### src/rtl/fetch_queue_unit_if.sv
// Fetch queue bus: icache port, redirect input and the dequeue side toward IF/ID.
// The master side is the fetch queue itself.
interface fetch_queue_unit_if #(
    parameter int unsigned DEPTH = 4,
    parameter int unsigned XLEN  = 32
) ();
    logic                       icache_read;
    logic [XLEN-1:0]            icache_addr;
    logic [31:0]                icache_rdata;
    logic                       icache_resp;
    logic                       redirect;
    logic [XLEN-1:0]            redirect_pc;
    logic                       deq_ready;
    logic                       deq_valid;
    logic [XLEN-1:0]            deq_pc;
    logic [31:0]                deq_instr;
    logic [$clog2(DEPTH+1)-1:0] count;

    modport master (
        output icache_read, icache_addr, deq_valid, deq_pc, deq_instr, count,
        input  icache_rdata, icache_resp, redirect, redirect_pc, deq_ready
    );

    modport slave (
        input  icache_read, icache_addr, deq_valid, deq_pc, deq_instr, count,
        output icache_rdata, icache_resp, redirect, redirect_pc, deq_ready
    );
endinterface

### src/rtl/fetch_queue_unit.sv
// Fetch front end: owns the fetch PC and buffers {pc, instr} pairs for decode.
// Define FETCHQ_BYPASS_EN for a same-cycle path from icache to an empty queue head.
module fetch_queue_unit #(
    parameter int unsigned     DEPTH    = 4,
    parameter int unsigned     XLEN     = 32,
    parameter logic [XLEN-1:0] RESET_PC = 32'h00000060
) (
    input logic                clk,
    input logic                rst,
    fetch_queue_unit_if.master bus
);
    localparam int unsigned AW = $clog2(DEPTH);
    localparam int unsigned CW = $clog2(DEPTH + 1);

    typedef enum logic [1:0] {IDLE, REQ, DROP} state_e;

    state_e          state_q, state_d;
    logic [XLEN-1:0] fetch_pc_q, fetch_pc_d;
    logic [XLEN-1:0] stale_q, stale_d;
    logic [AW-1:0]   rd_ptr_q, rd_ptr_d;
    logic [AW-1:0]   wr_ptr_q, wr_ptr_d;
    logic [CW-1:0]   count_q, count_d;
    logic [XLEN-1:0] pc_mem    [DEPTH];
    logic [31:0]     instr_mem [DEPTH];

    logic resp_ok;
    logic bypass;
    logic deq_valid;
    logic enq;
    logic pop;

    assign resp_ok = (state_q == REQ) && bus.icache_resp && !bus.redirect;

`ifdef FETCHQ_BYPASS_EN
    assign bypass = resp_ok && (count_q == '0);
`else
    assign bypass = 1'b0;
`endif

    assign deq_valid = ((count_q != '0) || bypass) && !bus.redirect;
    assign pop       = deq_valid && bus.deq_ready && (count_q != '0);
    assign enq       = resp_ok && !(bypass && bus.deq_ready);

    assign bus.deq_valid   = deq_valid;
    assign bus.deq_pc      = bypass ? fetch_pc_q : pc_mem[rd_ptr_q];
    assign bus.deq_instr   = bypass ? bus.icache_rdata : instr_mem[rd_ptr_q];
    assign bus.count       = count_q;
    assign bus.icache_read = (state_q != IDLE);
    // A dropped request must keep presenting the address it was issued with
    assign bus.icache_addr = (state_q == DROP) ? stale_q : fetch_pc_q;

    always_comb begin
        state_d    = state_q;
        fetch_pc_d = fetch_pc_q;
        stale_d    = stale_q;
        rd_ptr_d   = pop ? rd_ptr_q + AW'(1) : rd_ptr_q;
        wr_ptr_d   = enq ? wr_ptr_q + AW'(1) : wr_ptr_q;
        count_d    = count_q + CW'(enq) - CW'(pop);
        if (resp_ok) begin
            fetch_pc_d = fetch_pc_q + XLEN'(4);
        end
        unique case (state_q)
            IDLE: begin
                if (bus.redirect || (count_d < CW'(DEPTH))) begin
                    state_d = REQ;
                end
            end
            REQ: begin
                stale_d = fetch_pc_q;
                if (bus.redirect) begin
                    state_d = bus.icache_resp ? REQ : DROP;
                end else if (bus.icache_resp) begin
                    state_d = (count_d < CW'(DEPTH)) ? REQ : IDLE;
                end
            end
            DROP: begin
                if (bus.icache_resp) begin
                    state_d = REQ;
                end
            end
            default: state_d = IDLE;
        endcase
        if (bus.redirect) begin
            fetch_pc_d = bus.redirect_pc & ~XLEN'(3);
            count_d    = '0;
            rd_ptr_d   = '0;
            wr_ptr_d   = '0;
        end
    end

    always_ff @(posedge clk) begin
        if (!rst) begin
            state_q    <= IDLE;
            fetch_pc_q <= RESET_PC;
            stale_q    <= RESET_PC;
            rd_ptr_q   <= '0;
            wr_ptr_q   <= '0;
            count_q    <= '0;
        end else begin
            state_q    <= state_d;
            fetch_pc_q <= fetch_pc_d;
            stale_q    <= stale_d;
            rd_ptr_q   <= rd_ptr_d;
            wr_ptr_q   <= wr_ptr_d;
            count_q    <= count_d;
        end
    end

    always_ff @(posedge clk) begin
        if (enq) begin
            pc_mem[wr_ptr_q]    <= fetch_pc_q;
            instr_mem[wr_ptr_q] <= bus.icache_rdata;
        end
    end
endmodule
### src/flat_wrapper.sv
// flat-port wrapper written by rule: the top's interface ports become plain ports
module fetch_queue_unit_flat 
#(
    parameter int unsigned     DEPTH    = 4,
    parameter int unsigned     XLEN     = 32,
    parameter logic [XLEN-1:0] RESET_PC = 32'h00000060
)
  (clk, rst, bus_icache_read, bus_icache_addr, bus_deq_valid, bus_deq_pc, bus_deq_instr, bus_count, bus_icache_rdata, bus_icache_resp, bus_redirect, bus_redirect_pc, bus_deq_ready);
  fetch_queue_unit_if #(.DEPTH(DEPTH), .XLEN(XLEN)) bus_i ();
  input logic clk;
  input logic rst;
  output wire logic [$bits(bus_i.icache_read)-1:0] bus_icache_read;
  output wire logic [$bits(bus_i.icache_addr)-1:0] bus_icache_addr;
  output wire logic [$bits(bus_i.deq_valid)-1:0] bus_deq_valid;
  output wire logic [$bits(bus_i.deq_pc)-1:0] bus_deq_pc;
  output wire logic [$bits(bus_i.deq_instr)-1:0] bus_deq_instr;
  output wire logic [$bits(bus_i.count)-1:0] bus_count;
  input wire logic [$bits(bus_i.icache_rdata)-1:0] bus_icache_rdata;
  input wire logic [$bits(bus_i.icache_resp)-1:0] bus_icache_resp;
  input wire logic [$bits(bus_i.redirect)-1:0] bus_redirect;
  input wire logic [$bits(bus_i.redirect_pc)-1:0] bus_redirect_pc;
  input wire logic [$bits(bus_i.deq_ready)-1:0] bus_deq_ready;
  assign bus_icache_read = bus_i.icache_read;
  assign bus_icache_addr = bus_i.icache_addr;
  assign bus_deq_valid = bus_i.deq_valid;
  assign bus_deq_pc = bus_i.deq_pc;
  assign bus_deq_instr = bus_i.deq_instr;
  assign bus_count = bus_i.count;
  assign bus_i.icache_rdata = bus_icache_rdata;
  assign bus_i.icache_resp = bus_icache_resp;
  assign bus_i.redirect = bus_redirect;
  assign bus_i.redirect_pc = bus_redirect_pc;
  assign bus_i.deq_ready = bus_deq_ready;
  fetch_queue_unit #(.DEPTH(DEPTH), .XLEN(XLEN), .RESET_PC(RESET_PC)) u_core (.clk(clk), .rst(rst), .bus(bus_i));
endmodule
### config.mk
export PLATFORM = sky130hd
export DESIGN_NAME = fetch_queue_unit_flat
export DESIGN_NICKNAME = d
export VERILOG_FILES = /design/src/rtl/fetch_queue_unit_if.sv /design/src/rtl/fetch_queue_unit.sv /design/src/flat_wrapper.sv
export SDC_FILE = /design/constraint.sdc
export NUM_CORES = 1
export LEC_CHECK = 0
export ABC_AREA = 1
export CAP_MARGIN = 20
export CELL_PAD_IN_SITES_DETAIL_PLACEMENT = 2
export CELL_PAD_IN_SITES_GLOBAL_PLACEMENT = 2
export CORE_UTILIZATION = 39
export DETAILED_ROUTE_END_ITERATION = 16
export PLACE_DENSITY = 0.92
export SLEW_MARGIN = 30
export SYNTH_ARGS = -nofsm -noshare
export SYNTH_HDL_FRONTEND = slang
export SYNTH_SLANG_ARGS = --single-unit
### constraint.sdc
create_clock -name clk -period 9.95 [get_ports clk]
set_input_delay 1.99 -clock clk [delete_from_list [all_inputs] [get_ports clk]]
set_output_delay 1.99 -clock clk [all_outputs]
set_load 0.005 [all_outputs]
==> impl_metrics.json <==
{
  "fillers": 3326,
  "place_ws_ns": 4.63,
  "grt_pass1_vias": 11307,
  "power.density_nw_per_um2": 183,
  "drtIter0Drc": 527,
  "critPathSlowestCell": "dfxtp_4",
  "synth-edff-count": 248,
  "ant_nets": 0,
  "status": "finished, final reports clean",
  "ys_ff_latch": 319,
  "start_kind": "flip-flop",
  "htree_levels": 2,
  "hold_end": "u_core.stale_q[6]",
  "synth_warnings": 0,
  "synth.distinct_cells": 34,
  "vdd_ir_drop_max_uv": 107,
  "seq_area_um2": 8870,
  "r2r_cells": 15,
  "clkSinkCount": 319,
  "final_min_period_over_clock_period": 0.549,
  "worst-path-buf-inv": 3,
  "finalNetCount": 1460,
  "setup_viol": 0,
  "chipWidth_um": 186,
  "postCtsSetupBuffers": 0,
  "dp_cells": 1785,
  "hold_violations": 0,
  "p_sw_uw": 695,
  "wl_per_cell_um": 23.5,
  "worst_slack_ns": 4.48,
  "route.vias.total": 10144,
  "endpoint_kind": "output port",
  "regToRegStartpoint": "u_core.state_q[1]",
  "timing_worst_setup_path_type": "reg -> out",
  "pwr-share-seq": 0.501,
  "final_layout_size_suffix_gt1_frac": 0.0729,
  "multi_input_area_um2": 3760,
  "clockPowerShare": 0.434,
  "cts_tree": "done",
  "antenna_found_initial": 4,
  "rsz0062_at_grt": "false",
  "clock_skew_ns": 0.0195,
  "synth_area_um2": 13200,
  "synth_most_common_cell": "edfxtp_1",
  "root_buffer": "clkbuf_16",
  "fin_cells": 1856,
  "cp_data_arrival_time_ns": 3.48,
  "synth_ff_type": "edfxtp_1",
  "dr.pass1.iters": 4,
  "path_delay_family": "buffers and inverters",
  "hp-class": "reg -> reg",
  "ctsHoldBuffers": 0,
  "dp_hpwl_um": 27000,
  "grt_pass1_wl_um": 66300,
  "io_pins": 170,
  "global_route.overflow_total": 0,
  "yosysTopAreaCell": "edfxtp_1",
  "gp_congestion": 0.813,
  "start_util": 0.401,
  "portBuffers": 163,
  "synth_top_area_share": 0.565,
  "r2r_end": "u_core.state_q[0]",
  "setup_tns_ns": 0,
  "grt_max_degree": 83,
  "worstPathRequired_ns": 7.96,
  "postSynth.asyncResetShare": 0,
  "area_growth_pct": 24.2,
  "grtUsageTotal": 0.253,
  "drt_wl_total_um": 43700,
  "worst_slew_pin_slew_ns": 0.973,
  "cp_max_fo": 82,
  "syn_avg_cell_area_um2": 10.6,
  "drc": 0,
  "clkLatencyLatePin_ns": 0.53,
  "placementRows": 66,
  "cts.clk_slew.worst_paths_ns": 0.06,
  "p_comb_frac": 0.064,
  "final_util": 0.498,
  "clk_path_buf_depth": 3,
  "yosys-top-cells-area": "edfxtp_1, dfxtp_1, o21ai_0",
  "power_leakage_nw": 5.57,
  "cp_cell_sequence": "clkinv_2 > buf_4 > o21ai_0 > o22ai_1 > clkdlybuf4s50_1",
  "swShare": 0.232,
  "drv_slew": 0,
  "r2r_slack_ns": 7.20,
  "critPathMaxStageDelay_ns": 0.66,
  "numCtsBuffers": 37,
  "vias_per_cell": 5.47,
  "finalCriticalPeriod_ns": 5.47,
  "cts_resized": 0,
  "dieHeight_um": 186,
  "holdPathStages": 2,
  "die_area_um2": 34500,
  "yosysSeqAreaShare": 0.673,
  "coreArea_um2": 32900,
  "synthTopCellsByCount": "edfxtp_1, o21ai_0, nor2_1",
  "maxCapViolCount": 0,
  "slew_headroom": 0.351,
  "hold_start": "u_core.stale_q[6]",
  "fmax_ghz": 0.183,
  "internal_power_mw": 2.30,
  "syn_inst": 1241
}
[cell usage in the layout, fill, tap and decap left out, drive strengths merged, types with 2 or more instances in the layout]
cell type      instances
bufinv                 2
a21oi                 64
nand2                157
edfxtp               248
o31ai                  5
inv                   70
clkbuf                47
diode                  2
nand3                 31
o22ai                 62
dfxtp                 71
a31oi                  2
clkdlybuf4s50        162
buf                   13
conb                   4
nor2                 211
clkinv                20
nor3                   4
ha                     7
o21ai                226
[worst max path at each step]
stage | from | depth (start not counted) | slack (ns) | to
2_1_floorplan | bus_redirect | 5 | 4.39 | u_core.instr_mem[0][0]
3_3_place_gp | bus_redirect | 3 | 4.64 | bus_deq_valid
3_5_place_dp | bus_redirect | 3 | 4.63 | bus_deq_valid
4_1_cts | flip-flop | 6 | 4.32 | bus_deq_instr[19]
5_1_grt | flip-flop | 5 | 4.27 | bus_deq_instr[30]
6_report | flip-flop | 5 | 4.48 | bus_deq_pc[6]
[tightest hold or removal path, delay by kind of cell, from the launching register on]
family | cells | cell delay [ns]
flops | 1 | 0.33
compound gates | 2 | 0.13
[power by group through the flow]
stage	clock network [mW]	registers [mW]	logic, mW
5_1_grt	1.37	1.51	0.210
3_3_place_gp	0	1.52	0.177
6_report	1.30	1.50	0.192
2_1_floorplan	0	1.52	0.0881
3_5_place_dp	0	1.53	0.190
4_1_cts	1.33	1.50	0.194
[area by class of cell]
cell class,count,share of cell area
Sequential cell,319,0.542
Multi-Input combinational cell,779,0.230
Timing Repair Buffer,175,0.107
Clock buffer,47,0.0595
Tap cell,442,0.0338
Inverter,71,0.0164
Clock inverter,21,0.0106
Antenna cell,2,0.000306
[kinds of logic after synthesis]
| group | Yosys count | share of synthesized area |
|---|---|---|
| buffers and inverters | 146 | 0.0455 |
| other | 1 | 0.000285 |
| DFF | 319 | 0.673 |
| adders and majority gates | 8 | 0.00816 |
| AOI/OAI and AO/OA | 361 | 0.145 |
| and+or+nand+nor | 406 | 0.128 |
[metal layers]
metal | track usage | wire length, um | up-vias
met3 | 0.0489 | 2250 | 70
met4 | 0.0734 | 978 | 4
met2 | 0.457 | 22300 | 239
met1 | 0.304 | 18100 | 5189
li1 | - | - | 4642
met5 | 0 | 27 | -
[sequential cells by signal, summed over array words and instances, names as in the netlist, named ones only]
| signal | cells |
|---|---|
| u_core.state_q | 2 |
| u_core.instr_mem | 128 |
| u_core.wr_ptr_q | 2 |
| u_core.pc_mem | 120 |
| u_core.stale_q | 30 |
| u_core.rd_ptr_q | 2 |
| u_core.bus.count | 3 |
| u_core.fetch_pc_q | 30 |
[metrics by stage]
stage | hold WS, ns | instance area (um^2) | power (mW)
CTS | 0.497 | 16300 | 3.03
global placement | 0.453 | 15200 | 1.70
floorplan | 0.443 | 13200 | 1.60
finish | 0.491 | 16400 | 3.00
detailed placement | 0.482 | 15200 | 1.72
global route | 0.534 | 16400 | 3.09
Note: power is estimated with default switching activity, not from simulation.
